**config.mk**
```make
export PLATFORM = sky130hd
export DESIGN_NAME = mem_access_unit
export DESIGN_NICKNAME = d
export VERILOG_FILES = /design/src/rtl/mem_access_unit_pkg.sv /design/src/rtl/mem_access_unit_lane_align.sv /design/src/rtl/mem_access_unit.sv
export SDC_FILE = /design/constraint.sdc
export NUM_CORES = 1
export LEC_CHECK = 0
export BUFFER_PORTS_ARGS = -buffer_cell sky130_fd_sc_hd__buf_2
export CORE_ASPECT_RATIO = 0.6
export CORE_MARGIN = 1.5
export CORE_UTILIZATION = 28
export CTS_BUF_LIST = sky130_fd_sc_hd__clkbuf_8 sky130_fd_sc_hd__clkbuf_16
export DETAILED_ROUTE_END_ITERATION = 10
export GPL_ROUTABILITY_DRIVEN = 0
export PLACE_DENSITY = 0.55
export SYNTH_ARGS = -nofsm -noshare
export SYNTH_HDL_FRONTEND = slang
export SYNTH_SLANG_ARGS = --single-unit
```
**constraint.sdc**
```tcl
create_clock -name clk -period 6.7 [get_ports clk]
set_clock_uncertainty 0.2 [all_clocks]
set_input_delay 0.67 -clock clk [delete_from_list [all_inputs] [get_ports clk]]
set_output_delay 0.67 -clock clk [all_outputs]
set_load 0.05 [all_outputs]
```
**src/rtl/mem_access_unit_pkg.sv**
```systemverilog
// Shared definitions for the load/store unit: FSM states, access-width codes
// and request legality helpers.
package mem_access_unit_pkg;

  typedef enum logic [1:0] {
    ST_IDLE   = 2'd0,
    ST_ACCESS = 2'd1,
    ST_RESP   = 2'd2
  } state_e;

  localparam logic [3:0] WIDTH_B = 4'd1;
  localparam logic [3:0] WIDTH_H = 4'd2;
  localparam logic [3:0] WIDTH_W = 4'd4;
  localparam logic [3:0] WIDTH_D = 4'd8;

  localparam int unsigned CNT_W = 4;

  function automatic logic width_legal(input logic [3:0] width, input int unsigned data_w);
    case (width)
      WIDTH_B, WIDTH_H, WIDTH_W: return 1'b1;
      WIDTH_D:                   return data_w == 64;
      default:                   return 1'b0;
    endcase
  endfunction

  // width[2:0]-1 yields the offset mask for 1/2/4 and wraps to 3'b111 for 8.
  function automatic logic misaligned(input logic [3:0] width, input logic [2:0] addr_lo);
    return (addr_lo & (width[2:0] - 3'd1)) != 3'd0;
  endfunction

endpackage

```
**src/rtl/mem_access_unit_lane_align.sv**
```systemverilog
// Combinational big-endian lane logic: byte-lane mask, store replication and
// load extraction. Sign extension of loads is built only with MEM_SIGN_EXT_EN.
module mem_lane_align
  import mem_access_unit_pkg::*;
#(
  parameter  int unsigned DATA_W = 32,
  localparam int unsigned NB     = DATA_W / 8,
  localparam int unsigned OFF_W  = $clog2(NB)
) (
  input  logic [3:0]        width_i,
  input  logic [OFF_W-1:0]  offset_i,
  input  logic              signed_i,
  input  logic [DATA_W-1:0] st_data_i,
  input  logic [DATA_W-1:0] ld_raw_i,
  output logic [NB-1:0]     sel_o,
  output logic [DATA_W-1:0] st_data_o,
  output logic [DATA_W-1:0] ld_data_o
);

  logic sign_fill;
  logic field_msb;

`ifdef MEM_SIGN_EXT_EN
  assign sign_fill = signed_i & field_msb;
`else
  logic unused_signed;
  assign unused_signed = signed_i ^ field_msb;
  assign sign_fill     = 1'b0;
`endif

  always_comb begin : lanes
    int unsigned w;
    int unsigned o;
    int unsigned idx;
    w         = 32'(width_i);
    o         = 32'(offset_i);
    sel_o     = '0;
    st_data_o = '0;
    ld_data_o = '0;
    field_msb = 1'b0;
    // Lane k sits at bits [DATA_W-1-8k -: 8]; the field's MSB byte is lane o.
    for (int unsigned k = 0; k < NB; k++) begin
      sel_o[NB-1-k] = (k >= o) && (k < o + w);
      idx = (w == 0) ? 0 : (w - 1 - (k & (w - 1)));
      if (idx < NB) st_data_o[DATA_W-1-8*k -: 8] = st_data_i[8*idx +: 8];
    end
    for (int unsigned j = 0; j < NB; j++) begin
      if (j < w) begin
        idx = o + w - 1 - j;
        if (idx < NB) ld_data_o[8*j +: 8] = ld_raw_i[DATA_W-1-8*idx -: 8];
      end
    end
    if (w >= 1 && w <= NB) field_msb = ld_data_o[8*w-1];
    for (int unsigned j = 0; j < NB; j++) begin
      if (j >= w) ld_data_o[8*j +: 8] = {8{sign_fill}};
    end
  end

endmodule

```
**src/rtl/mem_access_unit.sv**
```systemverilog
// Sequential load/store unit: IDLE -> ACCESS (WAIT_CYCLES+1 cycles) -> RESP.
// Optional load sign extension is selected by MEM_SIGN_EXT_EN.
module mem_access_unit
  import mem_access_unit_pkg::*;
#(
  parameter  int unsigned DATA_W      = 32,
  parameter  int unsigned ADDR_W      = 32,
  parameter  int unsigned WAIT_CYCLES = 1,
  localparam int unsigned NB          = DATA_W / 8,
  localparam int unsigned OFF_W       = $clog2(NB)
) (
  input  logic              clk,
  input  logic              rst,
  input  logic              req_valid_i,
  output logic              req_ready_o,
  input  logic              req_we_i,
  input  logic [ADDR_W-1:0] req_addr_i,
  input  logic [3:0]        req_width_i,
  input  logic [DATA_W-1:0] req_data_i,
  input  logic              req_signed_i,
  output logic              resp_valid_o,
  input  logic              resp_ready_i,
  output logic [DATA_W-1:0] resp_data_o,
  output logic              resp_err_o,
  output logic              sram_ce_o,
  output logic              sram_we_o,
  output logic [ADDR_W-1:0] sram_addr_o,
  output logic [NB-1:0]     sram_sel_o,
  output logic [DATA_W-1:0] sram_data_o,
  input  logic [DATA_W-1:0] sram_data_i
);

  state_e             state_q, state_d;
  logic [CNT_W-1:0]   cnt_q, cnt_d;
  logic               we_q, we_d;
  logic               signed_q, signed_d;
  logic [ADDR_W-1:0]  addr_q, addr_d;
  logic [3:0]         width_q, width_d;
  logic [DATA_W-1:0]  wdata_q, wdata_d;
  logic [DATA_W-1:0]  rdata_q, rdata_d;
  logic               err_q, err_d;

  logic [NB-1:0]      lane_sel;
  logic [DATA_W-1:0]  lane_st_data;
  logic [DATA_W-1:0]  lane_ld_data;
  logic               in_access;

  mem_lane_align #(.DATA_W(DATA_W)) u_align (
    .width_i   (width_q),
    .offset_i  (addr_q[OFF_W-1:0]),
    .signed_i  (signed_q),
    .st_data_i (wdata_q),
    .ld_raw_i  (sram_data_i),
    .sel_o     (lane_sel),
    .st_data_o (lane_st_data),
    .ld_data_o (lane_ld_data)
  );

  always_ff @(posedge clk or posedge rst) begin
    if (rst) begin
      state_q  <= ST_IDLE;
      cnt_q    <= '0;
      we_q     <= 1'b0;
      signed_q <= 1'b0;
      addr_q   <= '0;
      width_q  <= '0;
      wdata_q  <= '0;
      rdata_q  <= '0;
      err_q    <= 1'b0;
    end else begin
      state_q  <= state_d;
      cnt_q    <= cnt_d;
      we_q     <= we_d;
      signed_q <= signed_d;
      addr_q   <= addr_d;
      width_q  <= width_d;
      wdata_q  <= wdata_d;
      rdata_q  <= rdata_d;
      err_q    <= err_d;
    end
  end

  always_comb begin
    state_d  = state_q;
    cnt_d    = cnt_q;
    we_d     = we_q;
    signed_d = signed_q;
    addr_d   = addr_q;
    width_d  = width_q;
    wdata_d  = wdata_q;
    rdata_d  = rdata_q;
    err_d    = err_q;
    unique case (state_q)
      ST_IDLE: begin
        if (req_valid_i) begin
          we_d     = req_we_i;
          signed_d = req_signed_i;
          addr_d   = req_addr_i;
          width_d  = req_width_i;
          wdata_d  = req_data_i;
          rdata_d  = '0;
          if (!width_legal(req_width_i, DATA_W) || misaligned(req_width_i, req_addr_i[2:0])) begin
            err_d   = 1'b1;
            state_d = ST_RESP;
          end else begin
            err_d   = 1'b0;
            cnt_d   = CNT_W'(WAIT_CYCLES);
            state_d = ST_ACCESS;
          end
        end
      end
      ST_ACCESS: begin
        if (cnt_q == '0) begin
          rdata_d = we_q ? '0 : lane_ld_data;
          state_d = ST_RESP;
        end else begin
          cnt_d = cnt_q - 1'b1;
        end
      end
      ST_RESP: begin
        if (resp_ready_i) state_d = ST_IDLE;
      end
      default: state_d = ST_IDLE;
    endcase
  end

  assign in_access    = (state_q == ST_ACCESS);
  assign req_ready_o  = (state_q == ST_IDLE);
  assign resp_valid_o = (state_q == ST_RESP);
  assign resp_data_o  = rdata_q;
  assign resp_err_o   = err_q;
  assign sram_ce_o    = in_access;
  assign sram_we_o    = in_access & we_q;
  assign sram_addr_o  = in_access ? {addr_q[ADDR_W-1:OFF_W], {OFF_W{1'b0}}} : '0;
  assign sram_sel_o   = in_access ? lane_sel : '0;
  assign sram_data_o  = in_access ? lane_st_data : '0;

endmodule
```
==> flow_metrics.tcl <==
set metrics [dict create \
    final_hold_viol_count 0 \
    fin_tns_setup_ps 0 \
    grtUsageTotal_pct 15.3 \
    rsz0062_at_grt "false" \
    period_share_pct 75.9 \
    insertion_delay_ps 370 \
    grt_max_degree 64 \
    route.vias.total 5552 \
    final_area_um2 8500 \
    portBuffers 207 \
    cts_setup_buffers 0 \
    cts.path.max_buffers 2 \
    power_density_nw_per_um2 518 \
    maxCapViolations 0 \
    path_max_fanout 21 \
    synth_ff_type "dfrtp_1" \
    p_leak_nw 4.11 \
    clkTransAtPathRegs_ps 80 \
    worstMarginPinSlew_ps 1040 \
    nets 961 \
    htreeDepth 3 \
    clockRootBuffer "clkbuf_16" \
    endpoint_kind "register" \
    syn-cell-area_um2 6850 \
    power_w 0.00440 \
    synth_async_sr_flop_share_pct 100 \
    ioPinCount 211 \
    hold_buffers 0 \
    hold_ws_ps 281 \
    synth-seq-cells 108 \
    cts_made_buffers 9 \
    area_growth_pct 24.1 \
    peakVddDrop_mv 0.287 \
    synth-edff-count 0 \
    grt_pass1_wl_mm 29.5 \
    fp.coreArea_um2 24100 \
    ys_seq_area_share_pct 39.5 \
    syn_area_per_cell_um2 11.0 \
    fin_ws_ps 1610 \
    drt_iter0_drc 352 \
    max_slew_margin_pct 30.3 \
    cts_tree "yes" \
    num_rows 44 \
    critPathRequiredTime_ps 6750 \
    ys_warn_count 0 \
    globalRoute.totalOverflow 0 \
    die_w_um 205 \
    routed_wl_mm 19.4 \
    start_util_pct 28.4 \
    dp_slack_ps 1720 \
    timing.fmax_mhz 197 \
    drtPass1Iterations 7 \
    finalCriticalPeriod_ps 5090 \
    placed_cell_area_um2 8210 \
    synth.distinct_cells 67 \
    dieArea_um2 25400 \
    clock_sinks 108 \
    cp.arrival_ps 5140 \
    slowest_stage "fa_1" \
    run_status "complete, no violations" \
    final_antenna_net_count 0 \
    worstPathBufferInverterCount 1 \
    slew_viol_final 0 \
    cp_top_family "adder cells" \
    drive_above_1_share_pct 41.8 \
    ctsResizeCount 0 \
    crit_chain "ha_2 > inv_1 > fa_1 > ha_1 > xor3_1 > ha_1 > a21boi_0 > xnor2_1 > ha_1 > and4b_1 > nand4_1 > o31ai_1" \
    worstSetupPathType "register to register" \
    synthCells 623 \
    dp_hpwl_mm 14.0 \
    grt_pass1_vias 5093 \
    antenna_cells 0 \
    wl_per_cell_um 16.9 \
    dieHeight_um 124 \
    startpoint_type "register" \
    setup_viol 0 \
    viasPerCell 4.84 \
    slowest_delay_ps 1180 \
    hold_class "primary input to async pin" \
    antenna_found_initial 0 \
    route.detailed.drc 0 \
    crit_top_cell "ha_1" \
]
-- cells in the final DEF, fill, tap and decap left out, types with 2 or more instances in the layout --
cell,n
buf_2,207
dfrtp_1,108
mux2_2,67
inv_1,57
nand2_1,45
and2_1,41
nor2_1,34
ha_1,33
mux4_2,32
o21ai_0,30
a22oi_1,15
o31ai_1,10
conb_1,10
clkbuf_16,9
a21oi_1,8
o21ai_1,8
nand2b_1,7
nor2b_1,7
a22o_1,7
a222oi_1,7
buf_4,6
xnor2_1,5
nor3_1,3
nor3b_1,3
a21boi_0,3
nor4b_1,3
o21ai_2,2
o311a_1,2
nor4_1,2
nand3_1,2
nor2b_4,2
a221oi_1,2
mux2i_1,2
a41oi_1,2
and3_1,2
or2_2,2
nand4b_1,2
a211oi_1,2
clkinvlp_4,2
-- routing by layer --
layer	GRT usage (%)	share of wire, %	vias up
met5	0	0	-
li1	-	-	2609
met3	4.37	7.4	13
met4	3.33	0.96	0
met2	20.2	40	207
met1	24.0	51	2723
-- per-stage QoR --
stage               utilization [%]  cells
floorplan                         -    631
finish                         35.2   1147
global route                   35.2   1147
detailed placement             34.0   1131
CTS                            35.2   1147
global placement               34.0   1131
-- layout make-up --
cell class	count	area [um2]
clock buffers	9	225
clock inverters	7	63.8
fillers	2451	15600
inverters	57	216
multi-input cells	431	3810
flip-flops and latches	108	2700
well taps	322	403
repair buffers	213	1080
-- worst register-to-register path, cell delays in order, from the launching register on --
cell and delay, ps:
dfrtp_1 500, ha_2 250, inv_1 50, fa_1 1180, ha_1 320, xor3_1 550
ha_1 280, a21boi_0 230, xnor2_1 160, ha_1 250, and4b_1 240, nand4_1 380
o31ai_1 400
-- logic make-up (layout without fill, tap and decap cells) --
logic type	after synthesis	after routing	synth area share, %
compound gates	111	111	12.2
simple gates	166	166	12.9
flops	108	108	39.5
buf+inv	92	286	5.63
other cells	2	10	0.110
xor+xnor	8	8	1.35
fa+ha+maj	35	35	6.50
mux	101	101	21.8
-- power breakdown --
group	total, W	internal [W]	switching, W
combinational	0.00281	0.00129	0.00152
sequential	0.00105	0.000859	0.000189
clock	0.000540	0.000260	0.000281
total	0.00440	0.00241	0.00199
-- sequential cells by signal, indices dropped and copies added, names as in the netlist --
register,flops
addr_q,32
wdata_q,32
resp_err_o,1
resp_data_o,32
cnt_q,4
we_q,1
width_q,4
state_q,2
-- synthesized netlist by cell type (2+ instances only) --
library cell / number / area (um2)
nand2b_1: 7 / 43.8
nand3_1: 2 / 10.0
mux2i_1: 2 / 20.0
nor2_1: 34 / 128
nor4_1: 2 / 12.5
and3_1: 2 / 12.5
a21boi_0: 3 / 22.5
and2_1: 41 / 257
conb_1: 2 / 7.51
o21bai_1: 2 / 15.0
nor3b_1: 3 / 22.5
dfrtp_1: 108 / 2700
a21oi_1: 8 / 40.0
o31ai_1: 10 / 75.1
or2_2: 2 / 12.5
mux2_2: 67 / 754
buf_1: 2 / 7.51
a22oi_1: 15 / 113
nor2b_1: 8 / 50.1
a211oi_1: 2 / 15.0
ha_1: 34 / 425
buf_2: 14 / 70.1
a41oi_1: 2 / 17.5
o21ai_1: 8 / 40.0
nor4b_1: 3 / 26.3
a22o_1: 7 / 61.3
buf_4: 4 / 30.0
a222oi_1: 7 / 70.1
nand2_1: 45 / 169
a221oi_1: 2 / 17.5
o311a_1: 2 / 20.0
nand4b_1: 2 / 17.5
nor3_1: 3 / 15.0
clkbuf_1: 14 / 52.6
mux4_2: 32 / 721
o21ai_0: 30 / 150
xnor2_1: 5 / 43.8
inv_1: 57 / 214
o21ai_2: 2 / 17.5
-- final timing paths --
kind                            startpoint               to  slack (ps)  cells after the start
hold reg to reg            resp_data_o[27]  resp_data_o[27]         280                      2
max in group asynchronous              rst       wdata_q[8]        4860                      3
min in group clk           resp_data_o[27]  resp_data_o[27]         280                      2
hold / removal                         rst  resp_data_o[22]         280                      2
setup reg to reg                width_q[0]  resp_data_o[12]        1610                     12
setup / recovery                width_q[0]  resp_data_o[12]        1610                     12
Power figures use the tool's default switching activity.
